==> src/rtl/adc_dac_sequencer.sv <==
// Per-period scheduler: one ADC frame, one DAC frame carrying the fresh sample, then an ldac pulse.
// Optional feature macro: ADC_CHANNEL_CHECK_EN adds the sticky channelError output.
module adc_dac_sequencer #(
    parameter int         FRAME_PERIOD = 100,
    parameter int         GAP_CYCLES   = 2,
    parameter logic [3:0] DAC_CTRL     = 4'b0011
) (
    input  logic        serialClock,
    input  logic        reset,
    input  logic        enable,
    input  logic [7:0]  channelMask,
    input  logic        adcDataOut,
    output logic        syncADC,
    output logic        adcDataIn,
    output logic        syncDAC,
    output logic        dacDataIn,
    output logic        ldac,
    output logic [11:0] sampleData,
    output logic [2:0]  sampleChannel,
    output logic        sampleValid,
`ifdef ADC_CHANNEL_CHECK_EN
    output logic        channelError,
`endif
    output logic        busy
);

    localparam int                PC_W     = $clog2(FRAME_PERIOD);
    localparam logic [PC_W-1:0]   PC_LAST  = PC_W'(FRAME_PERIOD - 1);
    localparam int                CNT_W    = (GAP_CYCLES > 16) ? $clog2(GAP_CYCLES) : 4;
    localparam logic [CNT_W-1:0]  BIT_LAST = CNT_W'(15);
    localparam logic [CNT_W-1:0]  GAP_LAST = CNT_W'(GAP_CYCLES - 1);

    typedef enum logic [2:0] {IDLE, ADC_SHIFT, GAP, DAC_SHIFT, LOAD, WAIT} state_t;

    function automatic logic [15:0] adc_ctrl_word(input logic [2:0] ch);
        return {3'b100, ch, 2'b11, 4'b0011, 4'b0000};
    endfunction

    state_t            r_state;
    logic [PC_W-1:0]   r_pc;
    logic [CNT_W-1:0]  r_cnt;
    logic [2:0]        r_ch;
    logic [13:0]       r_adc_shift;
    logic              r_sync_adc, r_adc_di, r_sync_dac, r_dac_di, r_ldac;
    logic [11:0]       r_sample_data;
    logic [2:0]        r_sample_channel;
    logic              r_sample_valid, r_busy;

    logic [7:0]        w_rot;
    logic [2:0]        w_next_ch;
    logic [15:0]       w_adc_word, w_adc_word_next, w_dac_word;
    logic [14:0]       w_captured;
    logic              w_start;

    // w_rot[gi] is the mask bit gi+1 positions above the current pointer.
    for (genvar gi = 0; gi < 8; gi++) begin : g_rot
        assign w_rot[gi] = channelMask[r_ch + 3'(gi + 1)];
    end

    always_comb begin
        w_next_ch = r_ch;
        for (int i = 7; i >= 0; i--) begin
            if (w_rot[i]) w_next_ch = r_ch + 3'(i + 1);
        end
    end

    assign w_adc_word      = adc_ctrl_word(r_ch);
    assign w_adc_word_next = adc_ctrl_word(w_next_ch);
    assign w_dac_word      = {DAC_CTRL, r_sample_data};
    // Bit 15 of the ADC result is never needed, so only 15 bits are kept.
    assign w_captured      = {r_adc_shift, adcDataOut};
    assign w_start         = (r_pc == '0) && enable && (channelMask != 8'h00);

`ifdef ADC_CHANNEL_CHECK_EN
    logic [2:0] r_prev_ch;
    logic       r_check, r_have_prev, r_channel_error;
    assign channelError = r_channel_error;
`endif

    always_ff @(posedge serialClock) begin
        if (reset) begin
            r_state          <= IDLE;
            r_pc             <= '0;
            r_cnt            <= '0;
            r_ch             <= 3'd7;
            r_adc_shift      <= '0;
            r_sync_adc       <= 1'b1;
            r_adc_di         <= 1'b0;
            r_sync_dac       <= 1'b1;
            r_dac_di         <= 1'b0;
            r_ldac           <= 1'b1;
            r_sample_data    <= '0;
            r_sample_channel <= '0;
            r_sample_valid   <= 1'b0;
            r_busy           <= 1'b0;
`ifdef ADC_CHANNEL_CHECK_EN
            r_prev_ch        <= '0;
            r_check          <= 1'b0;
            r_have_prev      <= 1'b0;
            r_channel_error  <= 1'b0;
`endif
        end else begin
            r_sample_valid <= 1'b0;
            r_pc           <= (r_pc == PC_LAST) ? '0 : r_pc + 1'b1;
            case (r_state)
                IDLE: begin
                    if (w_start) begin
                        r_state    <= ADC_SHIFT;
                        r_ch       <= w_next_ch;
                        r_cnt      <= '0;
                        r_sync_adc <= 1'b0;
                        r_adc_di   <= w_adc_word_next[15];
                        r_busy     <= 1'b1;
`ifdef ADC_CHANNEL_CHECK_EN
                        r_prev_ch   <= r_ch;
                        r_check     <= r_have_prev;
                        r_have_prev <= 1'b1;
`endif
                    end
                end
                ADC_SHIFT: begin
                    r_adc_shift <= w_captured[13:0];
                    if (r_cnt == BIT_LAST) begin
                        r_state          <= GAP;
                        r_cnt            <= '0;
                        r_sync_adc       <= 1'b1;
                        r_adc_di         <= 1'b0;
                        r_sample_data    <= w_captured[11:0];
                        r_sample_channel <= w_captured[14:12];
                        r_sample_valid   <= 1'b1;
`ifdef ADC_CHANNEL_CHECK_EN
                        // The result belongs to the channel requested one frame earlier.
                        if (r_check && (w_captured[14:12] != r_prev_ch))
                            r_channel_error <= 1'b1;
`endif
                    end else begin
                        r_cnt    <= r_cnt + 1'b1;
                        r_adc_di <= w_adc_word[4'd14 - r_cnt[3:0]];
                    end
                end
                GAP: begin
                    if (r_cnt == GAP_LAST) begin
                        r_state    <= DAC_SHIFT;
                        r_cnt      <= '0;
                        r_sync_dac <= 1'b0;
                        r_dac_di   <= w_dac_word[15];
                    end else begin
                        r_cnt <= r_cnt + 1'b1;
                    end
                end
                DAC_SHIFT: begin
                    if (r_cnt == BIT_LAST) begin
                        r_state    <= LOAD;
                        r_sync_dac <= 1'b1;
                        r_dac_di   <= 1'b0;
                        r_ldac     <= 1'b0;
                    end else begin
                        r_cnt    <= r_cnt + 1'b1;
                        r_dac_di <= w_dac_word[4'd14 - r_cnt[3:0]];
                    end
                end
                LOAD: begin
                    r_ldac  <= 1'b1;
                    r_busy  <= 1'b0;
                    // Leave IDLE armed so it sees pc==0 on the very next edge.
                    r_state <= (r_pc == PC_LAST) ? IDLE : WAIT;
                end
                WAIT: begin
                    if (r_pc == PC_LAST) r_state <= IDLE;
                end
                default: r_state <= IDLE;
            endcase
        end
    end

    assign syncADC       = r_sync_adc;
    assign adcDataIn     = r_adc_di;
    assign syncDAC       = r_sync_dac;
    assign dacDataIn     = r_dac_di;
    assign ldac          = r_ldac;
    assign sampleData    = r_sample_data;
    assign sampleChannel = r_sample_channel;
    assign sampleValid   = r_sample_valid;
    assign busy          = r_busy;

endmodule
==> config.mk <==
export PLATFORM = sky130hd
export DESIGN_NAME = adc_dac_sequencer
export DESIGN_NICKNAME = d
export VERILOG_FILES = /design/src/rtl/adc_dac_sequencer.sv
export SDC_FILE = /design/constraint.sdc
export NUM_CORES = 1
export LEC_CHECK = 0
export CAP_MARGIN = 20
export CORE_MARGIN = 2
export CORE_UTILIZATION = 57
export CTS_CLUSTER_DIAMETER = 40
export CTS_CLUSTER_SIZE = 12
export DETAILED_ROUTE_END_ITERATION = 10
export DONT_BUFFER_PORTS = 1
export PLACE_DENSITY = 0.72
export SKIP_LAST_GASP = 1
export SYNTH_ARGS = -nofsm -noshare
export SYNTH_HDL_FRONTEND = slang
export SYNTH_SLANG_ARGS = --single-unit
==> constraint.sdc <==
create_clock -name serialClock -period 2.7 [get_ports serialClock]
set_input_delay 0.54 -clock serialClock [delete_from_list [all_inputs] [get_ports serialClock]]
set_output_delay 0.54 -clock serialClock [all_outputs]
set_load 0.03 [all_outputs]
# Yosys cells after proc, flatten, opt, wreduce, memory -nomap -nowiden
# Cells that the tools add are included.
[word_totals] ff_bits=53 latchBits=0 ramBits=0 romBits=0 in_bits=12 out_inout_bits=22 mem_count=0
[op_classes] addsub=10 mul=0 div_mod_pow=0 magnitude_cmp=8 eq_ne=14 n_shift=0 n_mux=51 bitwise_logic=1 reduce_logical=23
[op_table] operator="3-bit 2-to-1 mux" n=13
[op_table] operator="3-bit by 4-bit < comparator with 1-bit output, second input constant" n=7
[op_table] operator="1-bit binary-select mux with 3-bit select" n=7
[op_table] operator="3-bit case mux with 6 select lines" n=1
[op_table] operator="1-bit 2-to-1 mux" n=17
[op_table] operator="4-bit 2-to-1 mux" n=4
[op_table] operator="4-bit case mux with 4 select lines" n=1
[op_table] operator="3-bit adder, second input constant" n=4
[op_table] operator="2-bit inequality test, second input constant" n=6
[op_table] operator="1-bit case mux with 2 select lines" n=6
[op_table] operator="3-bit AND reduction" n=4
[op_table] operator="2-bit AND reduction" n=5
[op_table] operator="1-bit binary-select mux with 4-bit select" n=2
[op_table] operator="2-bit nonzero test" n=4
[op_table] operator="8-bit nonzero test" n=1
[op_table] operator="7-bit by 1-bit adder with 7-bit output, second input constant" n=1
[op_table] operator="7-bit == test, second input constant" n=1
[op_table] operator="7-bit logical NOT" n=1
[op_table] operator="7-bit nonzero test" n=1
[op_table] operator="3-bit by 2-bit adder with 3-bit output, second input constant" n=2
[op_table] operator="3-bit by 2-bit == test with 1-bit output, second input constant" n=2
[op_table] operator="3-bit == test, second input constant" n=2
[op_table] operator="4-bit by 5-bit < comparator with 1-bit output, second input constant" n=1
[op_table] operator="5-bit AND reduction" n=1
[op_table] operator="11 further kinds" n=13

# Logic depth before layout (Yosys ltp)
[depth] ltp_word=10 depth_mapped=11

# Worst setup path after synthesis
# OpenSTA, ideal clock, no wires.
[synth_timing] path_type="reg-to-reg" from="reg r_ch[1]" to="reg r_ch[2]" arrival_ns=2.786 slack_ns=-0.156 stages_incl_launch_ff=12 n_path_buf=3 synth_period_minus_slack_ns=2.856 cell_sequence="dfxtp_1 -> clkbuf_1 -> buf_2 -> inv_1 -> ha_1 -> buf_6 -> mux4_1 -> a211oi_1 -> mux2i_1 -> a221oi_1 -> nor4_1 -> o21bai_1"
[synth_between] elab_chain_cells=9
[synth_lines] item="from (decl)" line_no="42" source="logic [2:0] r_ch;"
[synth_lines] item="from (signal assigned)" line_no="109" source="r_ch <= w_next_ch;"
[synth_lines] item="3-bit adder" line_no="57, 63"
[synth_lines] item="1-bit binary-select mux with 3-bit select" line_no="57" source="assign w_rot[gi] = channelMask[r_ch + 3'(gi + 1)];"
[synth_lines] item="1-bit 2-to-1 mux (implied by the code)" line_no="57"
[synth_lines] item="3-bit 2-to-1 mux (6 in a row)" line_no="63" source="if (w_rot[i]) w_next_ch = r_ch + 3'(i + 1);"
# Parallel ways exist; a longest one is shown, timed or not. The select of a mux whose other input is x is not followed.
# A chain may end at the register's enable or synchronous reset.

# Worst setup path in the final report
[layout_timing] from="reg r_ch[0]" to="reg r_ch[1]"
# The elaborated chain is that of the path after synthesis.

==> flow_summary_export.csv <==
group,metric,value,unit
worst_hold_path,hold_end,"r_adc_shift[12]",
clock_tree,hold_buffers,0,
final_layout,syn2layout_area_growth,4.90,%
synthesis,netlist_top_cells_area,"dfxtp_1, nand2_1, mux4_2",
clock_tree,path_clk_slew,0.10,ns
critical_path,cp-end-kind,"flop",
clock_tree,h-tree-depth,2,
grt,grt_use_total,0.240,
synthesis,ys_seq_area_frac,0.352,
place,place_ws,0.273,ns
worst_hold_path,hp-start,"reset",
synthesis,syn_avg_cell_area,8.52,sq um
die,fp.dieW,76.7,um
sta,slew-limit-headroom,0.491,
critical_path,slowest_stage,"ha_1",
critical_path,critPathBufInv,1,
sta,worst_slew_pin_slew,0.757,ns
routing,drc,0,
worst_hold_path,hold_class,"input port to flop",
final_layout,drive_gt1_frac,0.0920,
critical_path,r2r_cells,8,
critical_path,worstPathArrival,2.68,ns
critical_path,crit_chain,"inv_1 > ha_1 > mux4_1 > mux2_4 > or3b_1 > o311ai_1 > a211oi_1 > o31ai_1",
routing,via_per_inst,5.95,
die,io_pins,34,
grt,grt_pass1_vias,2388,
synthesis,synth_largest_area_cell,"dfxtp_1",
routing,vias,2488,
run_status,status,"finished clean",
synthesis,synth_nets,372,
critical_path,reg2reg_slack,0.26,ns
clock_tree,clkLatencyLatePin,0.32,ns
sta,finalCritPeriodShare,0.902,
sta,setup_tns,0,ns
synthesis,synthCells,354,
routing,postRouteAntennaNets,0,
critical_path,crit_family,"multiplexers",
power_and_ir_drop,pwr_density_cell,626,nW/um^2
routing,drt_iter0_markers,99,
sta,layout_setup_ws,0.264,ns
synthesis,synth-main-ff-cell,"dfxtp_1",
critical_path,worstPathRequired,2.94,ns
sta,drv_slew,0,
sta,clock_skew,0.00596,ns
clock_tree,cts_resized,0,
sta,hold_violations,0,
critical_path,regToRegEndpoint,"r_ch[1]",
sta,hold_ws,0.274,ns
sta,finalSetupViolCount,0,
sta,fmax,0.411,GHz
clock_tree,cts_tree,"yes",
synthesis,ys_async_sr_fraction,0,
final_layout,n_antenna_cell,0,
sta,period_needed,2.44,ns
critical_path,reg2reg_from,"r_ch[0]",
final_layout,nets,365,
synthesis,ys_types,49,
place,gp_congestion,0.904,
clock_tree,cts_buffers,5,
place,numPortBuffers,0,
clock_tree,cts_sinks,53,
synthesis,yosysTopAreaCellShare,0.352,
grt,grt_max_degree,49,
die,initial_core_util,0.590,
worst_hold_path,hold_path_depth,1,
power_and_ir_drop,p_leak,1.17,nW
clock_tree,cts-root-buf,"clkbuf_8",
synthesis,ys_warn_count,0,
grt,grt_pass1_wl,11.4,mm
die,dieHeight,76.7,um
run,drv_cap,0,
routing,wl,6.50,mm
synthesis,synth-edff-count,0,
routing,wl_per_cell,15.6,um
critical_path,max_stage_delay,0.41,ns
critical_path,crit_type,"flop to flop",
power_and_ir_drop,power.total,1.98,mW
critical_path,cp-start-kind,"flop",
critical_path,path_max_fanout,6,
die,rows,26,
synthesis,synth-seq-cells,53,
die,fp.coreArea,5110,sq um
final_layout,fin_cells,418,
die,fp.dieArea,5890,sq um
grt,grt.overflow.total,0,
clock_tree,cts_setup_buffers,0,
place,dp_cells,410,
routing,drt-pass1-iter-count,4,
power_and_ir_drop,ir_drop,0.408,mV
place,dpl.hpwl,4.54,mm
clock_tree,clock_path_buffers,2,
sta,rsz0062_at_grt,"no",
synthesis,synth_area,3020,sq um
grt,antenna_found_initial,0,
## worst max path at each step
stage | from | endpoint | cells after the start
floorplan | r_ch[1] | r_ch[2] | 11
global placement | r_ch[0] | r_ch[1] | 8
detailed placement | r_ch[0] | r_ch[1] | 8
CTS | r_ch[0] | r_ch[1] | 8
global route | r_ch[0] | r_ch[1] | 8
finish | r_ch[0] | r_ch[1] | 8
## metal layers
| metal | vias to the layer above | global-route usage | routed length, um |
|---|---|---|---|
| met5 | - | 0 | 0 |
| met4 | 0 | 0.0636 | 67 |
| met3 | 8 | 0.0718 | 331 |
| met2 | 44 | 0.369 | 2950 |
| met1 | 1189 | 0.332 | 3150 |
| li1 | 1247 | - | - |
## cells in the final DEF, fill, tap and decap left out, types with 2 or more instances in the layout
cell      count
a211oi_1      5
a211oi_2      2
a21oi_1      43
and2_1        2
and3_1        2
buf_4         7
clkbuf_8      5
dfxtp_1      53
ha_1          6
inv_1        10
mux2i_1      11
mux4_1        6
mux4_2       11
nand2_1      78
nand2b_1      2
nand3_1       7
nor2_1       31
nor2b_1       2
nor3_1        7
nor4_1        4
o211ai_1      5
o21a_1        2
o21ai_0       6
o21bai_1      3
or4_1         2
xnor2_1       6
xor2_1        6
## where the power goes
group	switching, mW	total, mW	internal [mW]
logic	0.335	0.638	0.302
clock network	0.291	0.486	0.194
registers	0.0503	0.858	0.808
total	0.677	1.98	1.30
## logic make-up (layout without fill, tap and decap cells)
kind of cell             Yosys count  in the layout  share of synthesized area
AND/OR/NAND/NOR                  143            143                      0.205
XOR/XNOR                          12             12                     0.0349
adder cells (fa/ha/maj)            6              6                     0.0249
multiplexers                      29             29                      0.177
flip-flops                        53             53                      0.352
AO/OA/AOI/OAI                     80             80                      0.161
buffers and inverters             31             25                     0.0444
## layout make-up
| type | count | area, sq um |
|---|---|---|
| clock inverter | 3 | 28.8 |
| clock buffer | 5 | 68.8 |
| fill | 472 | 1940 |
| multi-input combinational | 270 | 1830 |
| inverter | 10 | 37.5 |
| timing repair buffer | 7 | 52.6 |
| tap | 70 | 87.6 |
| sequential | 53 | 1060 |
## synth_stat cells, drive strengths merged (3+ instances only)
master  number
o211ai       5
a211oi       7
clkbuf      15
ha           6
mux4        17
inv         10
nor2        31
o21ai        6
xnor2        6
xor2         6
nor4         4
a21oi       43
nor3         7
nand2       78
dfxtp       53
nand3        7
o21bai       3
buf          6
mux2i       11
## per-stage QoR
step           utilization  area, sq um
3_3_place_gp         0.600         3070
5_1_grt              0.619         3160
4_1_cts              0.619         3160
6_report             0.619         3160
2_1_floorplan            -         3020
3_5_place_dp         0.600         3070
## registers in the layout, summed over array words and instances, names as in the netlist, 3 cells and up
register / cells
r_adc_shift: 14
sampleChannel: 3
r_pc: 7
r_state: 3
sampleData: 12
r_ch: 3
r_cnt: 4
Note: power is estimated with default switching activity, not from simulation.
